--- src/rtl/axis_block_sig_gen.sv ---
// Passive AXI-Stream stall watcher. It flags channels whose TVALID has been held without TREADY
// for STALL_THRESH cycles, and it records which channel blocked first and the cycle at which it did.
module axis_block_sig_gen #(
   parameter int NUM_AXIS     = 3,
   parameter int STALL_THRESH = 16,
   parameter int TS_W         = 16
) (
   input  logic                  clock,
   input  logic                  reset,
   input  logic [NUM_AXIS-1:0]   axis_tvalid,
   input  logic [NUM_AXIS-1:0]   axis_tready,
   input  logic                  inst_idle,
   input  logic                  clear_capture,
   output logic [NUM_AXIS-1:0]   axis_block_sigs,
   output logic                  any_block,
   output logic                  first_block_valid,
   output logic [1:0]            first_block_idx,
   output logic [TS_W-1:0]       first_block_ts,
   output logic [2*NUM_AXIS-1:0] fsm_state_dbg
);

   localparam int CNT_W = $clog2(STALL_THRESH + 1);

   typedef enum logic [1:0] {
      ST_IDLE    = 2'd0,
      ST_WAIT    = 2'd1,
      ST_BLOCKED = 2'd2
   } state_e;

   state_e              state_q [NUM_AXIS];
   state_e              state_d [NUM_AXIS];
   logic [CNT_W-1:0]    cnt_q   [NUM_AXIS];
   logic [CNT_W-1:0]    cnt_d   [NUM_AXIS];

   logic [NUM_AXIS-1:0] stall;
   logic [NUM_AXIS-1:0] enter_blocked;
   logic                enter_any;
   logic [1:0]          enter_idx;

   logic [NUM_AXIS-1:0] block_q, block_d;
   logic                any_q, any_d;
   logic [TS_W-1:0]     ts_q, ts_d;
   logic                cap_valid_q, cap_valid_d;
   logic [1:0]          cap_idx_q, cap_idx_d;
   logic [TS_W-1:0]     cap_ts_q, cap_ts_d;

   assign stall = axis_tvalid & ~axis_tready & {NUM_AXIS{~inst_idle}};

   // Per-channel stall FSMs; any cycle without the stall condition returns to IDLE.
   always_comb begin
      for (int i = 0; i < NUM_AXIS; i++) begin
         state_d[i] = state_q[i];
         cnt_d[i]   = cnt_q[i];
         case (state_q[i])
            ST_IDLE: begin
               if (stall[i]) begin
                  state_d[i] = ST_WAIT;
                  cnt_d[i]   = CNT_W'(1);
               end
            end
            ST_WAIT: begin
               if (!stall[i]) begin
                  state_d[i] = ST_IDLE;
                  cnt_d[i]   = '0;
               end else if (cnt_q[i] == CNT_W'(STALL_THRESH - 1)) begin
                  state_d[i] = ST_BLOCKED;
                  cnt_d[i]   = cnt_q[i] + CNT_W'(1);
               end else begin
                  cnt_d[i]   = cnt_q[i] + CNT_W'(1);
               end
            end
            ST_BLOCKED: begin
               if (!stall[i]) begin
                  state_d[i] = ST_IDLE;
                  cnt_d[i]   = '0;
               end
            end
            default: begin
               state_d[i] = ST_IDLE;
               cnt_d[i]   = '0;
            end
         endcase
      end
   end

   // Only a fresh entry into BLOCKED is a capture candidate; the lowest index wins ties.
   always_comb begin
      enter_any = 1'b0;
      enter_idx = 2'd0;
      for (int i = NUM_AXIS - 1; i >= 0; i--) begin
         enter_blocked[i] = (state_d[i] == ST_BLOCKED) && (state_q[i] != ST_BLOCKED);
         block_d[i]       = (state_d[i] == ST_BLOCKED);
         if (enter_blocked[i]) begin
            enter_any = 1'b1;
            enter_idx = 2'(i);
         end
      end
      any_d = |block_d;
   end

   always_comb begin
      ts_d = (ts_q == {TS_W{1'b1}}) ? ts_q : ts_q + TS_W'(1);
   end

   // A new entry beats a coincident clear.
   always_comb begin
      cap_valid_d = cap_valid_q;
      cap_idx_d   = cap_idx_q;
      cap_ts_d    = cap_ts_q;
      if (enter_any && (!cap_valid_q || clear_capture)) begin
         cap_valid_d = 1'b1;
         cap_idx_d   = enter_idx;
         cap_ts_d    = ts_q;
      end else if (clear_capture) begin
         cap_valid_d = 1'b0;
         cap_idx_d   = 2'd0;
         cap_ts_d    = '0;
      end
   end

   always_ff @(posedge clock) begin
      if (reset) begin
         for (int i = 0; i < NUM_AXIS; i++) begin
            state_q[i] <= ST_IDLE;
            cnt_q[i]   <= '0;
         end
         block_q     <= '0;
         any_q       <= 1'b0;
         ts_q        <= '0;
         cap_valid_q <= 1'b0;
         cap_idx_q   <= 2'd0;
         cap_ts_q    <= '0;
      end else begin
         for (int i = 0; i < NUM_AXIS; i++) begin
            state_q[i] <= state_d[i];
            cnt_q[i]   <= cnt_d[i];
         end
         block_q     <= block_d;
         any_q       <= any_d;
         ts_q        <= ts_d;
         cap_valid_q <= cap_valid_d;
         cap_idx_q   <= cap_idx_d;
         cap_ts_q    <= cap_ts_d;
      end
   end

   always_comb begin
      for (int i = 0; i < NUM_AXIS; i++) begin
         fsm_state_dbg[2*i +: 2] = state_q[i];
      end
   end

   assign axis_block_sigs   = block_q;
   assign any_block         = any_q;
   assign first_block_valid = cap_valid_q;
   assign first_block_idx   = cap_idx_q;
   assign first_block_ts    = cap_ts_q;

endmodule

--- config.mk ---
export PLATFORM = sky130hd
export DESIGN_NAME = axis_block_sig_gen
export DESIGN_NICKNAME = d
export VERILOG_FILES = /design/src/rtl/axis_block_sig_gen.sv
export SDC_FILE = /design/constraint.sdc
export NUM_CORES = 1
export LEC_CHECK = 0
export CAP_MARGIN = 10
export CORE_MARGIN = 2
export CORE_UTILIZATION = 60
export CTS_CLUSTER_SIZE = 30
export DETAILED_ROUTE_END_ITERATION = 12
export HOLD_SLACK_MARGIN = 0.15
export PLACE_DENSITY = 0.88
export SLEW_MARGIN = 20
export SYNTH_ARGS = -nofsm -noshare
export SYNTH_HDL_FRONTEND = slang
export SYNTH_SLANG_ARGS = --single-unit
--- constraint.sdc ---
create_clock -name clock -period 3.6 [get_ports clock]
set_input_delay 0.9 -clock clock [delete_from_list [all_inputs] [get_ports clock]]
set_output_delay 0.9 -clock clock [all_outputs]
set_load 0.1 [all_outputs]
==> key figures <==
Outcome
  • Outcome: completed

STA
  • Least-Margin Pin Slew: between 1 and 1.5 ns
  • Max Clock Freq: 350 MHz
  • Setup TNS: 0 ns
  • Tmin final: between 2 and 3 ns
  • Final worst slack: 0.747 ns
  • Clock Skews: 0.00821 ns
  • Ratio of final minimum period to clock period: 0.793
  • Max-slew violations: 0
  • Final hold violation count: 0
  • Slew headroom: 0.320
  • Hold slack: 0.497 ns
  • RSZ-0062 raised after global routing: false
  • Final number of setup-violating endpoints: 0

Place
  • Hpwl dp: 5150 µm
  • # placed instances: 489
  • # port buffers: 38
  • Placement Setup Slack: around 0.45 ns
  • GP Congestion: 0.805

Clocking
  • Max clock buf depth: 2
  • CTS H-tree depth: 3
  • Clk_lat worst skew: 0.34 ns
  • Num CTS Buffers: 9
  • Clk root buf: clkbuf_8
  • Worst-path clk slew: about 0.060 ns
  • Post-CTS setup buffer count: 0
  • PostCTS Resize Cnt: 0
  • CTS Hold Bufs: 0
  • TritonCTS clock tree: done
  • CTS sink count: 60

Synthesis
  • Post-synth EDFFs: 0
  • Sequential area share after synthesis: 0.364
  • Cell count after synthesis: 401
  • Syn Area/Cell: 8.23 µm²
  • #FFs+latches synth: 60
  • Synth Flop Type: dfxtp_1
  • Yosys warns: 0
  • Synth Net Count: 418
  • Synth cell types: 52
  • Async SR Flop Fraction: 0
  • Mapped cell area: 3300 µm²

Setup path
  • CP arrival: 3.10 ns
  • Startpoint Class: primary input
  • CP delay by family, top: compound AO/OA/AOI/OAI gates
  • Max incr delay on CP: about 0.84 ns
  • Worst reg2reg endpoint: first_block_ts[11]$_SDFFE_PP0P_
  • FF-to-FF setup slack: around 1.1 ns
  • CP cell instances: clkdlybuf4s50_1 -> or3b_1 -> o22a_1 -> buf_4 -> nand3_1 -> o211ai_1
  • CP max FO: 30
  • CP Class: primary input to flip-flop
  • Reg2reg path depth: 8
  • Critical Path Sink Type: flip-flop
  • Buf+Inv Stages, Crit Path: 2
  • Worst r2r src: cnt_q[0][0]$_SDFFE_PP0P_
  • Crit-path slowest cell: o22a_1
  • Critical Path RT: between 3 and 4 ns

Job
  • Max-Cap Viols: 0

Finish
  • Total Nets Final: about 450
  • Multi-input gate area: 1930 µm²
  • # diodes: 0
  • Fill count: 426
  • Most frequent cells in the layout: dfxtp_1 (60), nor2_1 (43), nand3_1 (30), clkdlybuf4s50_1 (30), nand2b_1 (26)
  • P&R area growth vs syn: 16.1%
  • Most common cell after layout, fill and taps aside: dfxtp_1
  • Layout cell share with drive strength beyond 1: 0.0928
  • Non-filler cells, final: 503
  • Storage cell area: 1200 µm²

Global route
  • First-pass GRT wire length: between 10,000 and 15,000 µm
  • Grt ovf: 0
  • Total GRT Usage: 0.258
  • Largest net degree at the start of global routing: 67
  • Initial antenna violation count: 0
  • Vias in the first global route: ~2,800

Die
  • Die boundary height: 78.2 µm
  • Site Rows: 27
  • Core area: about 5400 µm²
  • Full die area: between 6000 and 7000 µm²
  • Die width: 78.2 µm
  • Initial Utilization: 0.611
  • Num ports: 39

Detailed routing
  • Starting DRT DRC Count: 266
  • Total Routed Length: 7590 µm
  • Drt first pass iters: 5
  • Vias per cell: around 6.4
  • DR vias: ~3,200
  • Remaining DRCs: 0
  • WL per Instance: 15.1 µm
  • Antenna-violating nets left: 0

Hold path
  • Min-delay src: first_block_idx[0]$_SDFFE_PP0P_
  • Hold Path Depth: 2
  • HP Class: flip-flop to flip-flop
  • Hold EP: first_block_idx[0]$_SDFFE_PP0P_

Power
  • Peak supply drop: 0.000266 V
  • Leakage: roughly 1.2 nW
  • Pwr/cell area: 329 nW/µm²
  • Power Total: 0.00126 W
cell usage after synthesis, drive strengths merged (3+ instances only):
library cell / number / share of area
a2111oi: 3 / 0.0080
a211oi: 3 / 0.0068
a21oi: 14 / 0.021
a31oi: 11 / 0.021
and3: 4 / 0.0076
buf: 10 / 0.019
clkbuf: 21 / 0.024
dfxtp: 60 / 0.36
ha: 7 / 0.027
inv: 9 / 0.010
mux2i: 6 / 0.018
nand2: 15 / 0.017
nand2b: 26 / 0.049
nand3: 30 / 0.045
nand3b: 10 / 0.023
nand4: 7 / 0.018
nor2: 43 / 0.049
nor2b: 11 / 0.021
nor3: 14 / 0.021
nor3b: 4 / 0.011
nor4: 11 / 0.021
o211ai: 16 / 0.036
o21ai: 10 / 0.015
o32a: 16 / 0.049
or2: 3 / 0.0057
or3: 4 / 0.0095
or3b: 3 / 0.0080
or4: 4 / 0.0091
xnor2: 3 / 0.0080
worst reg2reg max path, delay by kind of cell (launching register included):
family                     cells  cell delay, ns
buffers and inverters          1            0.29
and+or+nand+nor                3            0.45
DFF                            1            0.34
AOI/OAI and AO/OA              2            0.89
adders and majority gates      2            0.43
report_power, final:
| part | internal, W | switching [W] | total, W | leakage (nW) |
|---|---|---|---|---|
| clock network | 0.000257 | 0.000252 | 0.000509 | 0.0848 |
| registers | 0.000669 | 0.00000831 | 0.000678 | 0.484 |
| logic | 0.0000301 | 0.0000435 | 0.0000736 | 0.677 |
| total | 0.000957 | 0.000304 | 0.00126 | 1.25 |
kinds of logic (layout without fill, tap and decap cells):
group / count (synthesis) / count (layout) / share of synthesized area
mux: 6 / 6 / 0.0182
xor+xnor: 4 / 4 / 0.0106
buf+inv: 40 / 70 / 0.0527
fa+ha+maj: 7 / 7 / 0.0265
compound gates: 89 / 89 / 0.197
simple gates: 195 / 195 / 0.332
flops: 60 / 60 / 0.364
sequential cells by signal (all words and copies together) (netlist names):
name,flops
any_block,1
axis_block_sigs,3
cnt_q,15
first_block_idx,2
first_block_ts,16
first_block_valid,1
state_q,6
ts_q,16
cell type report:
type | instances | area share
clock buffers | 11 | 0.0369
inverters | 9 | 0.00881
multi-input cells | 301 | 0.503
flip-flops and latches | 60 | 0.313
clock inverters | 3 | 0.00392
well taps | 72 | 0.0235
repair buffers | 47 | 0.111
worst max path at each step:
| stage | from | end | cells after the start |
|---|---|---|---|
| global placement | inst_idle | first_block_ts[12]$_SDFFE_PP0P_ | 6 |
| global route | inst_idle | first_block_ts[12]$_SDFFE_PP0P_ | 6 |
| floorplan | inst_idle | first_block_ts[10]$_SDFFE_PP0P_ | 8 |
| detailed placement | inst_idle | first_block_ts[11]$_SDFFE_PP0P_ | 6 |
| CTS | inst_idle | first_block_ts[11]$_SDFFE_PP0P_ | 6 |
| finish | inst_idle | first_block_ts[11]$_SDFFE_PP0P_ | 6 |
per-layer routing:
layer / GRT usage / part of all wire / wire length, µm
met1: 0.356 / 0.45 / 3430
met2: 0.397 / 0.47 / 3540
met3: 0.0552 / 0.062 / 467
met4: 0.102 / 0.019 / 146
met5: 0 / 0 / 0
metrics by stage:
stage | util | area, µm²
after floorplan | - | 3300
after CTS | 0.709 | 3830
after global placement | 0.680 | 3680
final | 0.709 | 3830
after global routing | 0.709 | 3830
after detailed placement | 0.680 | 3680
Note: power is estimated with default switching activity, not from simulation.
